**config.mk**
```make
export PLATFORM = sky130hd
export DESIGN_NAME = aes_host_driver
export DESIGN_NICKNAME = d
export VERILOG_FILES = /design/src/rtl/aes_pkg.sv /design/src/rtl/aes_host_driver.sv
export VERILOG_INCLUDE_DIRS = /design/src /design/src/rtl
export SDC_FILE = /design/constraint.sdc
export NUM_CORES = 1
export LEC_CHECK = 0
export BUFFER_PORTS_ARGS = -buffer_cell sky130_fd_sc_hd__buf_2
export CAP_MARGIN = 30
export CORE_MARGIN = 2
export CORE_UTILIZATION = 48
export CTS_CLUSTER_DIAMETER = 80
export DETAILED_ROUTE_END_ITERATION = 10
export GPL_TIMING_DRIVEN = 0
export PLACE_DENSITY = 0.77
export SYNTH_ARGS = -nofsm -noshare
export SYNTH_HDL_FRONTEND = slang
export SYNTH_SLANG_ARGS = --single-unit
```
**constraint.sdc**
```tcl
create_clock -name clk_i -period 12.7 [get_ports clk_i]
set_input_delay 2.54 -clock clk_i [delete_from_list [all_inputs] [get_ports clk_i]]
set_output_delay 2.54 -clock clk_i [all_outputs]
set_load 0.01 [all_outputs]
```
**src/rtl/define.sv**
```systemverilog
// AES peripheral register map for slot 0 and the control-bit positions used by the host driver.
`ifndef AES_DEFINE_SV
`define AES_DEFINE_SV

`define ADDR_CTRL        32'h0000_0000
`define ADDR_CONFIG      32'h0000_0004
`define ADDR_STATUS      32'h0000_0008
`define ADDR_START       32'h0000_000C
`define ADDR_KEY0        32'h0000_0010
`define ADDR_BLOCK0      32'h0000_0020
`define ADDR_RESULT0     32'h0000_0030

`define CTRL_ON0_BIT     0
`define CTRL_ENCDEC0_BIT 0
`define START_BIT        0

`endif

```
**src/rtl/aes_pkg.sv**
```systemverilog
// Shared types for the AES host driver: sequencer states, STATUS bit positions
// and the mapping from 32-bit word index to register offset.
package aes_pkg;

  localparam int STATUS_READY_BIT = 0;
  localparam int STATUS_VALID_BIT = 1;

  typedef enum logic [3:0] {
    S_IDLE,
    S_CLR0,
    S_CTRL,
    S_CFG,
    S_KEY,
    S_BLK,
    S_START,
    S_POLL,
    S_RD,
    S_CLR1,
    S_RESP
  } state_t;

  // Word 0 is always bits [127:96]. The peripheral places the words at scrambled offsets.
  function automatic logic [31:0] load_word_offset(input logic [1:0] idx);
    unique case (idx)
      2'd0:    return 32'h0;
      2'd1:    return 32'hC;
      2'd2:    return 32'h8;
      default: return 32'h4;
    endcase
  endfunction

  function automatic logic [31:0] result_word_offset(input logic [1:0] idx);
    unique case (idx)
      2'd0:    return 32'h4;
      2'd1:    return 32'h8;
      2'd2:    return 32'hC;
      default: return 32'h0;
    endcase
  endfunction

endpackage

```
**src/rtl/aes_host_driver.sv**
```systemverilog
// Drives one AES operation on slot 0 of the AES register bus per accepted command
// and returns the 128-bit result, or an error if STATUS.VALID never rises.
`include "define.sv"

module aes_host_driver
  import aes_pkg::*;
#(
  parameter int TIMEOUT_CYCLES = 4096
) (
  input  logic         clk_i,
  input  logic         rst_i,
  input  logic         cmd_valid_i,
  output logic         cmd_ready_o,
  input  logic         cmd_encdec_i,
  input  logic [127:0] cmd_key_i,
  input  logic [127:0] cmd_block_i,
  output logic         rsp_valid_o,
  input  logic         rsp_ready_i,
  output logic [127:0] rsp_result_o,
  output logic         rsp_error_o,
  output logic         aes_cs_o,
  output logic         aes_we_o,
  output logic [31:0]  aes_addr_o,
  output logic [31:0]  aes_wdata_o,
  input  logic [31:0]  aes_rdata_i,
  output logic         busy_o
);

  localparam int TW = $clog2(TIMEOUT_CYCLES + 1);

  state_t         r_state;
  state_t         w_next;
  logic [1:0]     r_word;
  logic [TW-1:0]  r_tmo;
  logic           r_encdec;
  logic [127:0]   r_key;
  logic [127:0]   r_block;
  logic [127:0]   r_result;
  logic           r_error;

  logic           w_accept;
  logic           w_last_word;
  logic           w_poll_valid;
  logic           w_tmo_hit;
  logic [6:0]     w_word_lsb;

  assign w_accept     = cmd_valid_i & cmd_ready_o;
  assign w_last_word  = (r_word == 2'd3);
  assign w_poll_valid = aes_rdata_i[STATUS_VALID_BIT];
  assign w_tmo_hit    = (r_tmo == TW'(TIMEOUT_CYCLES - 1));
  assign w_word_lsb   = {~r_word, 5'd0};

  // NOTE: every signal gets a default before the case so no path can infer a latch.
  always_comb begin
    w_next = r_state;
    unique case (r_state)
      S_IDLE:  if (w_accept) w_next = S_CLR0;
      S_CLR0:  w_next = S_CTRL;
      S_CTRL:  w_next = S_CFG;
      S_CFG:   w_next = S_KEY;
      S_KEY:   if (w_last_word) w_next = S_BLK;
      S_BLK:   if (w_last_word) w_next = S_START;
      S_START: w_next = S_POLL;
      S_POLL: begin
        if (w_poll_valid)   w_next = S_RD;
        else if (w_tmo_hit) w_next = S_CLR1;
      end
      S_RD:    if (w_last_word) w_next = S_CLR1;
      S_CLR1:  w_next = S_RESP;
      S_RESP:  if (rsp_ready_i) w_next = S_IDLE;
      default: w_next = S_IDLE;
    endcase
  end

  // NOTE: state uses non-blocking assignments so all registers update together at the edge.
  always_ff @(posedge clk_i or posedge rst_i) begin
    if (rst_i) begin
      r_state  <= S_IDLE;
      r_word   <= 2'd0;
      r_tmo    <= '0;
      r_encdec <= 1'b0;
      r_key    <= '0;
      r_block  <= '0;
      r_result <= '0;
      r_error  <= 1'b0;
    end else begin
      r_state <= w_next;
      if (w_accept) begin
        r_encdec <= cmd_encdec_i;
        r_key    <= cmd_key_i;
        r_block  <= cmd_block_i;
        r_result <= '0;
        r_error  <= 1'b0;
      end
      // The word counter wraps to 0 after each 4-word burst, ready for the next one.
      if (r_state == S_KEY || r_state == S_BLK || r_state == S_RD)
        r_word <= r_word + 2'd1;
      if (r_state == S_START)
        r_tmo <= '0;
      if (r_state == S_POLL && !w_poll_valid) begin
        r_tmo <= r_tmo + 1'b1;
        if (w_tmo_hit) r_error <= 1'b1;
      end
      if (r_state == S_RD)
        r_result[w_word_lsb +: 32] <= aes_rdata_i;
    end
  end

  // Bus decode depends on registered state and counters only.
  always_comb begin
    aes_cs_o    = 1'b0;
    aes_we_o    = 1'b0;
    aes_addr_o  = 32'd0;
    aes_wdata_o = 32'd0;
    unique case (r_state)
      S_CLR0, S_CLR1: begin
        aes_cs_o   = 1'b1;
        aes_we_o   = 1'b1;
        aes_addr_o = `ADDR_STATUS;
      end
      S_CTRL: begin
        aes_cs_o    = 1'b1;
        aes_we_o    = 1'b1;
        aes_addr_o  = `ADDR_CTRL;
        aes_wdata_o = 32'd1 << `CTRL_ON0_BIT;
      end
      S_CFG: begin
        aes_cs_o    = 1'b1;
        aes_we_o    = 1'b1;
        aes_addr_o  = `ADDR_CONFIG;
        aes_wdata_o = 32'(r_encdec) << `CTRL_ENCDEC0_BIT;
      end
      S_KEY: begin
        aes_cs_o    = 1'b1;
        aes_we_o    = 1'b1;
        aes_addr_o  = `ADDR_KEY0 + load_word_offset(r_word);
        aes_wdata_o = r_key[w_word_lsb +: 32];
      end
      S_BLK: begin
        aes_cs_o    = 1'b1;
        aes_we_o    = 1'b1;
        aes_addr_o  = `ADDR_BLOCK0 + load_word_offset(r_word);
        aes_wdata_o = r_block[w_word_lsb +: 32];
      end
      S_START: begin
        aes_cs_o    = 1'b1;
        aes_we_o    = 1'b1;
        aes_addr_o  = `ADDR_START;
        aes_wdata_o = 32'd1 << `START_BIT;
      end
      S_POLL: begin
        aes_cs_o   = 1'b1;
        aes_addr_o = `ADDR_STATUS;
      end
      S_RD: begin
        aes_cs_o   = 1'b1;
        aes_addr_o = `ADDR_RESULT0 + result_word_offset(r_word);
      end
      default: ;
    endcase
  end

  assign cmd_ready_o  = (r_state == S_IDLE) && !rst_i;
  assign busy_o       = (r_state != S_IDLE);
  assign rsp_valid_o  = (r_state == S_RESP);
  assign rsp_result_o = (r_state == S_RESP) ? r_result : 128'd0;
  assign rsp_error_o  = (r_state == S_RESP) && r_error;

endmodule

```
==> out/metrics.csv, run 1 <==
metric,value,unit
Worst Path Max Fanout,10,
Worst setup EP type,primary output,
clk sinks,405,
Least-Margin Pin Slew,862.0,ps
Iter 0 DRT Violations,649,
io pins,491,
Die Area,39960,um^2
via count,13320,
Critical Path RT,10160,ps
root buf cell,clkbuf_16,
Tcrit/Tclk final,45.36,%
share of cells above drive strength 1,50.78,%
FMAX,173.6,MHz
gpl congestion,0.8533,
clock buffer count from CTS,43,
Max Clock Skew,13.19,ps
Final Hold Fails,0,
"count leader, synth",dfrtp_1,
asr flop ratio synth,100.0,%
Total Routed Length,56.76,mm
Synth area leaders,"dfrtp_1 55%, mux2_2 14%, a22o_1 7.6%",
htree depth,2,
post-route ant nets,0,
Max Cap Viol,0,
Cell Rows,71,
all-layer global routing usage,28.33,%
Final Max Tran Viols,0,
drt wl/cell,23.71,um
Met2 Wirelength,28.10,mm
power density cells,211.5,nW/um^2
Max VDD drop,163.8,uV
"Net count, final",2125,
YS warnings,0,
HP Class,reg2reg,
Final setup viols,0,
Non-Filler Instances,2394,
width of the die,199.9,um
Gate Count Post-Synth,1280,
chip height,199.9,um
Worst EP arrival,3220,ps
Yosys top cell area share,55.02,%
first-pass GRT wire length,83.28,mm
Highest Signal Layer,met5,
metal3 WL,5.162,mm
Main synth FF type,dfrtp_1,
"EDFF count, synth",0,
cts hold-fix bufs,0,
Core Region,37760,um^2
Layout Utilization,61.25,%
post_cts resized,0,
# DRC,0,
Overflow after GRT,0,
Period minus WS final,5761,ps
Starting Density,48.79,%
synthesized area,18420,um^2
vias in the first global route,13910,
Post-CTS Setup Bufs,0,
worst skew pair latency,570,ps
"flops & latches, synth",405,
synth cell count leaders,"405 x dfrtp_1, 237 x mux2_2, 160 x a22o_1",
"Seq/Total Area, Yosys",55.02,%
I/O Buffers,462,
Met1 Wirelength,21.17,mm
Rel. slew slack,42.53,%
status,"finished, final reports clean",
maximum clock path buffer count,3,
Post-Syn Area per Cell,14.39,um^2
initial antenna violation count,41,
largest net degree at the start of global routing,44,
Via density,5.562,
clock-pin slew on the worst setup and hold paths,60,ps
DRT Pass-1 Iters,5,
number of distinct library cells after synthesis,52,
P_leak,11.41,nW
critical path class,reg2out,
CTS tree,yes,
CP Launch Type,flip-flop,
Yosys top cell by area,dfrtp_1,
placed instance count,2291,
Syn-to-layout area delta,25.56,%
RSZ-0062 raised after global routing,no,
post-DP HPWL,42.17,mm
cell families (layout without fill, tap and decap cells):
kind of cell | Yosys count | in the layout | synth area share, %
DFF | 405 | 405 | 55.02
muxes | 326 | 326 | 23.69
and+or+nand+nor | 204 | 204 | 6.793
AOI/OAI and AO/OA | 203 | 203 | 9.076
buffers and inverters | 130 | 678 | 4.735
adders and majority gates | 7 | 7 | 0.4755
xor gates and xnor gates | 4 | 4 | 0.1902
other | 1 | 56 | 0.02036
critical path, stage by stage, from the launching register on:
cell and delay [ps]:
dfrtp_1 370, buf_2 190, nor3b_4 350, and2_0 490
buf_2 450, mux4_2 400, a22o_1 240, buf_2 140
metal layers:
layer  up-vias  GRT usage (%)
met2       604          47.74
met1      6733          33.45
met3       158          9.392
met5         -              0
met4        30          11.71
li1       5790              -
where the power goes:
group / switching [mW] / internal (mW)
combinational: 0.751 / 0.883
sequential: 0.266 / 1.76
clock: 0.526 / 0.702
total: 1.54 / 3.35
cell type report:
cell class              instances  area (um^2)
diodes                         28        70.07
plain buffers                 124        849.6
clock buffers                  60         1240
clock inverters                15        120.1
fillers                      2953        14630
inverters                       6        26.28
multi-input cells             772         7513
flip-flops and latches        405        10130
well taps                     511        639.4
repair buffers                473         2532
placed cells by master, fill, tap and decap left out, drive strengths merged, types with 4 or more instances in the layout:
master / n
nand3: 11
a21oi: 10
nor3: 6
nand2b: 4
and4: 4
conb: 28
mux2: 259
o21ai: 15
buf: 563
clkinv: 9
and2: 135
inv: 8
diode: 28
ha: 7
mux2i: 5
o31ai: 4
dfrtp: 405
a22o: 160
mux4: 62
nand2: 21
clkbuf: 94
nor2: 12
flip-flops by register name, indices dropped and copies added (netlist names):
signal    flops
r_block     128
r_encdec      1
r_error       1
r_key       128
r_result    128
r_state       4
r_tmo        13
r_word        2
metrics by stage:
step           TNS, ps  cell area [um^2]  hold slack (ps)  power (mW)  setup WS, ps
2_1_floorplan        0             18520            444.6       3.122          2253
3_3_place_gp   -251200             21480            459.4       3.588         -1040
3_5_place_dp         0             21700            467.7       3.675          7286
4_1_cts              0             23060            477.8       4.913          6908
5_1_grt              0             23100            499.8       5.129          6723
6_report             0             23130            478.9       4.892          6939
path summary, 6_finish.rpt:
path,to,cells after the start,slack [ps],start
worst max-delay path,aes_wdata_o[8],7,6940,r_state[3]
worst min-delay path,r_tmo[11],1,480,r_tmo[11]
worst max register to register,r_result[15],7,9680,r_word[0]
worst min register to register,r_tmo[11],1,480,r_tmo[11]
max in group asynchronous,r_block[104],7,9040,rst_i
min in group asynchronous,r_result[7],2,2030,rst_i
Note: power is estimated with default switching activity, not from simulation.
==> run 2: changes to the inputs <==
clock period = 4.6 ns   (was 12.7 ns; I/O delays follow)
==> run 2 against run 1 <==
Total power grew to 2.8 times the previous value; final cell count shrank 0.21%; worst setup slack lost 6600 ps; core utilization grew 0.15 points; sequential share of layout area shrank 0.11 points; clock skew grew 9.0 ps; design area grew 0.25%; count of clock-buffer cells in the layout grew 7; sequential power grew to 2.8 times the previous value; critical path type unchanged; critical endpoint is now aes_wdata_o[4].
==> out/metrics.csv, run 2 (synthesis results as in run 1) <==
metric,value,unit,change
vias in the first global route,14050,,+1.0%
Worst setup EP type,primary output,,
I/O Buffers,462,,unchanged
Net Sw Frac,31.26,%,-0.29 points
post_cts resized,0,,unchanged
Non-Filler Instances,2389,,-0.21%
Post-CTS Setup Bufs,0,,unchanged
P_leak,11.45,nW,+0.35%
Iter 0 DRT Violations,803,,+24%
Syn-to-layout area delta,25.87,%,
NetSw,4.276,mW,+180%
CTS tree,yes,,
CP most frequent cell,buf_2,,
Final Max Tran Viols,0,,unchanged
Worst EP arrival,3330,ps,+110 ps
largest net degree at the start of global routing,44,,unchanged
setup ws final,353.0,ps,-6586 ps
drt wl/cell,23.80,um,+0.38%
clk sinks,405,,unchanged
Via density,5.579,,+0.31%
Slowest cell on crit path,and2_0,,
FF-to-FF Start,r_word[0],,
FMAX,235.5,MHz,
Cell Rows,71,,unchanged
R2R cell count,7,,unchanged
clock buffer count from CTS,44,,+2.3%
Combinational Power Share,32.9,%,-0.5 points
RSZ-0062 raised after global routing,no,,
width of the die,199.9,um,unchanged
Final Hold Fails,0,,unchanged
Starting Density,48.79,%,unchanged
critical path endpoint,aes_wdata_o[4],,
first-pass GRT wire length,85.11,mm,+2.2%
Max Clock Skew,22.21,ps,+9.018 ps
Period minus WS final,4247,ps,
critical path depth in cells,7,,unchanged
clock-pin slew on the worst setup and hold paths,60,ps,about the same
initial antenna violation count,26,,-37%
cts hold-fix bufs,0,,unchanged
worst path buffer plus inverter count,3,,unchanged
Overflow after GRT,0,,unchanged
"Net count, final",2125,,unchanged
"most common cell after layout, fill and taps aside",buf_2,,
Layout Utilization,61.41,%,+0.15 points
critical path class,reg2out,,
root buf cell,clkbuf_16,,
Die Area,39960,um^2,unchanged
CP Launch Point,r_state[3],,
CP cell instances,buf_2 > nor3b_4 > and2_0 > buf_2 > mux4_2 > a22o_1 > buf_2,,
Core Region,37760,um^2,unchanged
post-route cell area,23180,um^2,+0.25%
total power,13.68,mW,+180%
status,"finished, final reports clean",,
Final setup viols,0,,unchanged
worst skew pair latency,580,ps,about the same
via count,13330,,+0.098%
DP Area,21680,um^2,about the same
post-route ant nets,0,,unchanged
most frequent cells in the layout,"487 x buf_2, 405 x dfrtp_1, 237 x mux2_2",,
Max Cap Viol,0,,unchanged
r2r endpoint,r_result[10],,
htree depth,2,,unchanged
maximum clock path buffer count,3,,unchanged
Worst Path Max Fanout,10,,unchanged
Reg power frac,40.9,%,-0.6 points
kind of cell adding the most delay to the critical path,simple AND/OR/NAND/NOR gates,,
placed instance count,2290,,-0.044%
chip height,199.9,um,unchanged
dpl ws,812.0,ps,-6474 ps
post-DP HPWL,42.17,mm,about the same
all-layer global routing usage,28.80,%,+0.48 points
Total Routed Length,56.85,mm,+0.17%
CP Launch Type,flip-flop,,
Max VDD drop,402.3,uV,+150%
clock share of power,26.1,%,+1.0 points
# DRC,0,,unchanged
Rel. slew slack,49.10,%,+6.6 points
Critical Path RT,3680,ps,-6480 ps
io pins,491,,unchanged
DRT Pass-1 Iters,5,,unchanged
CP max stage delay,500,ps,about the same
internal reg-to-reg setup slack,1530,ps,-8150 ps
Least-Margin Pin Slew,763.4,ps,-98.57 ps
HP Class,in2async,,
share of cells above drive strength 1,50.70,%,-0.083 points
Pint,9.403,mW,+180%
power density cells,590.0,nW/um^2,+180%
Tcrit/Tclk final,92.33,%,
gpl congestion,0.8517,,-0.19%
registers with the most flip-flops,"r_block: 128 flops, r_key: 128 flops, r_result: 128 flops",,
[run 2: how the worst min path moves through the flow]
stage / cells past startpoint / to / slack (ps) / start
2_1_floorplan: 1 / r_tmo[11] / 440 / r_tmo[11]
3_3_place_gp: 1 / r_tmo[8] / 460 / r_tmo[8]
3_5_place_dp: 1 / r_block[13] / 470 / r_block[13]
5_1_grt: 1 / r_block[5] / 500 / r_block[5]
4_1_cts: 2 / r_result[4] / 460 / rst_i
6_report: 2 / r_result[101] / 470 / rst_i
[run 2: per-stage QoR]
step / TNS (ps) / hold WS, ps
finish: 0 / 468.7
global route: 0 / 500.3
CTS: 0 / 458.3
detailed placement: 0 / 468.6
global placement: -4435680 / 460.2
floorplan: -2332120 / 444.6
[run 2: layout make-up]
cell class                 instances  area (um^2)
sequential                       405        10130
multi-input combinational        772         7513
buffer                           124        853.3
timing repair buffer             472         2512
clock inverter                    14        140.1
tap                              511        639.4
clock buffer                      67         1319
antenna                           18        45.04
fill                            2943        14570
inverter                           6        26.28
[run 2: layer usage]
metal	global-route usage, %	routed length (um)	share of wire, %	up-vias
met5	0	99	0.17	-
met4	11.77	1996	3.5	14
met1	35.25	22140	39	6817
met2	48.88	28140	49	588
li1	-	-	-	5774
met3	7.359	4474	7.9	135
[run 2: power by group through the flow]
stage,clock (mW),combinational [mW],sequential [mW]
finish,3.58,4.50,5.60
CTS,3.62,4.54,5.58
floorplan,0,3.26,5.36
global route,3.76,4.84,5.74
detailed placement,0,4.51,5.62
global placement,0,4.36,5.55
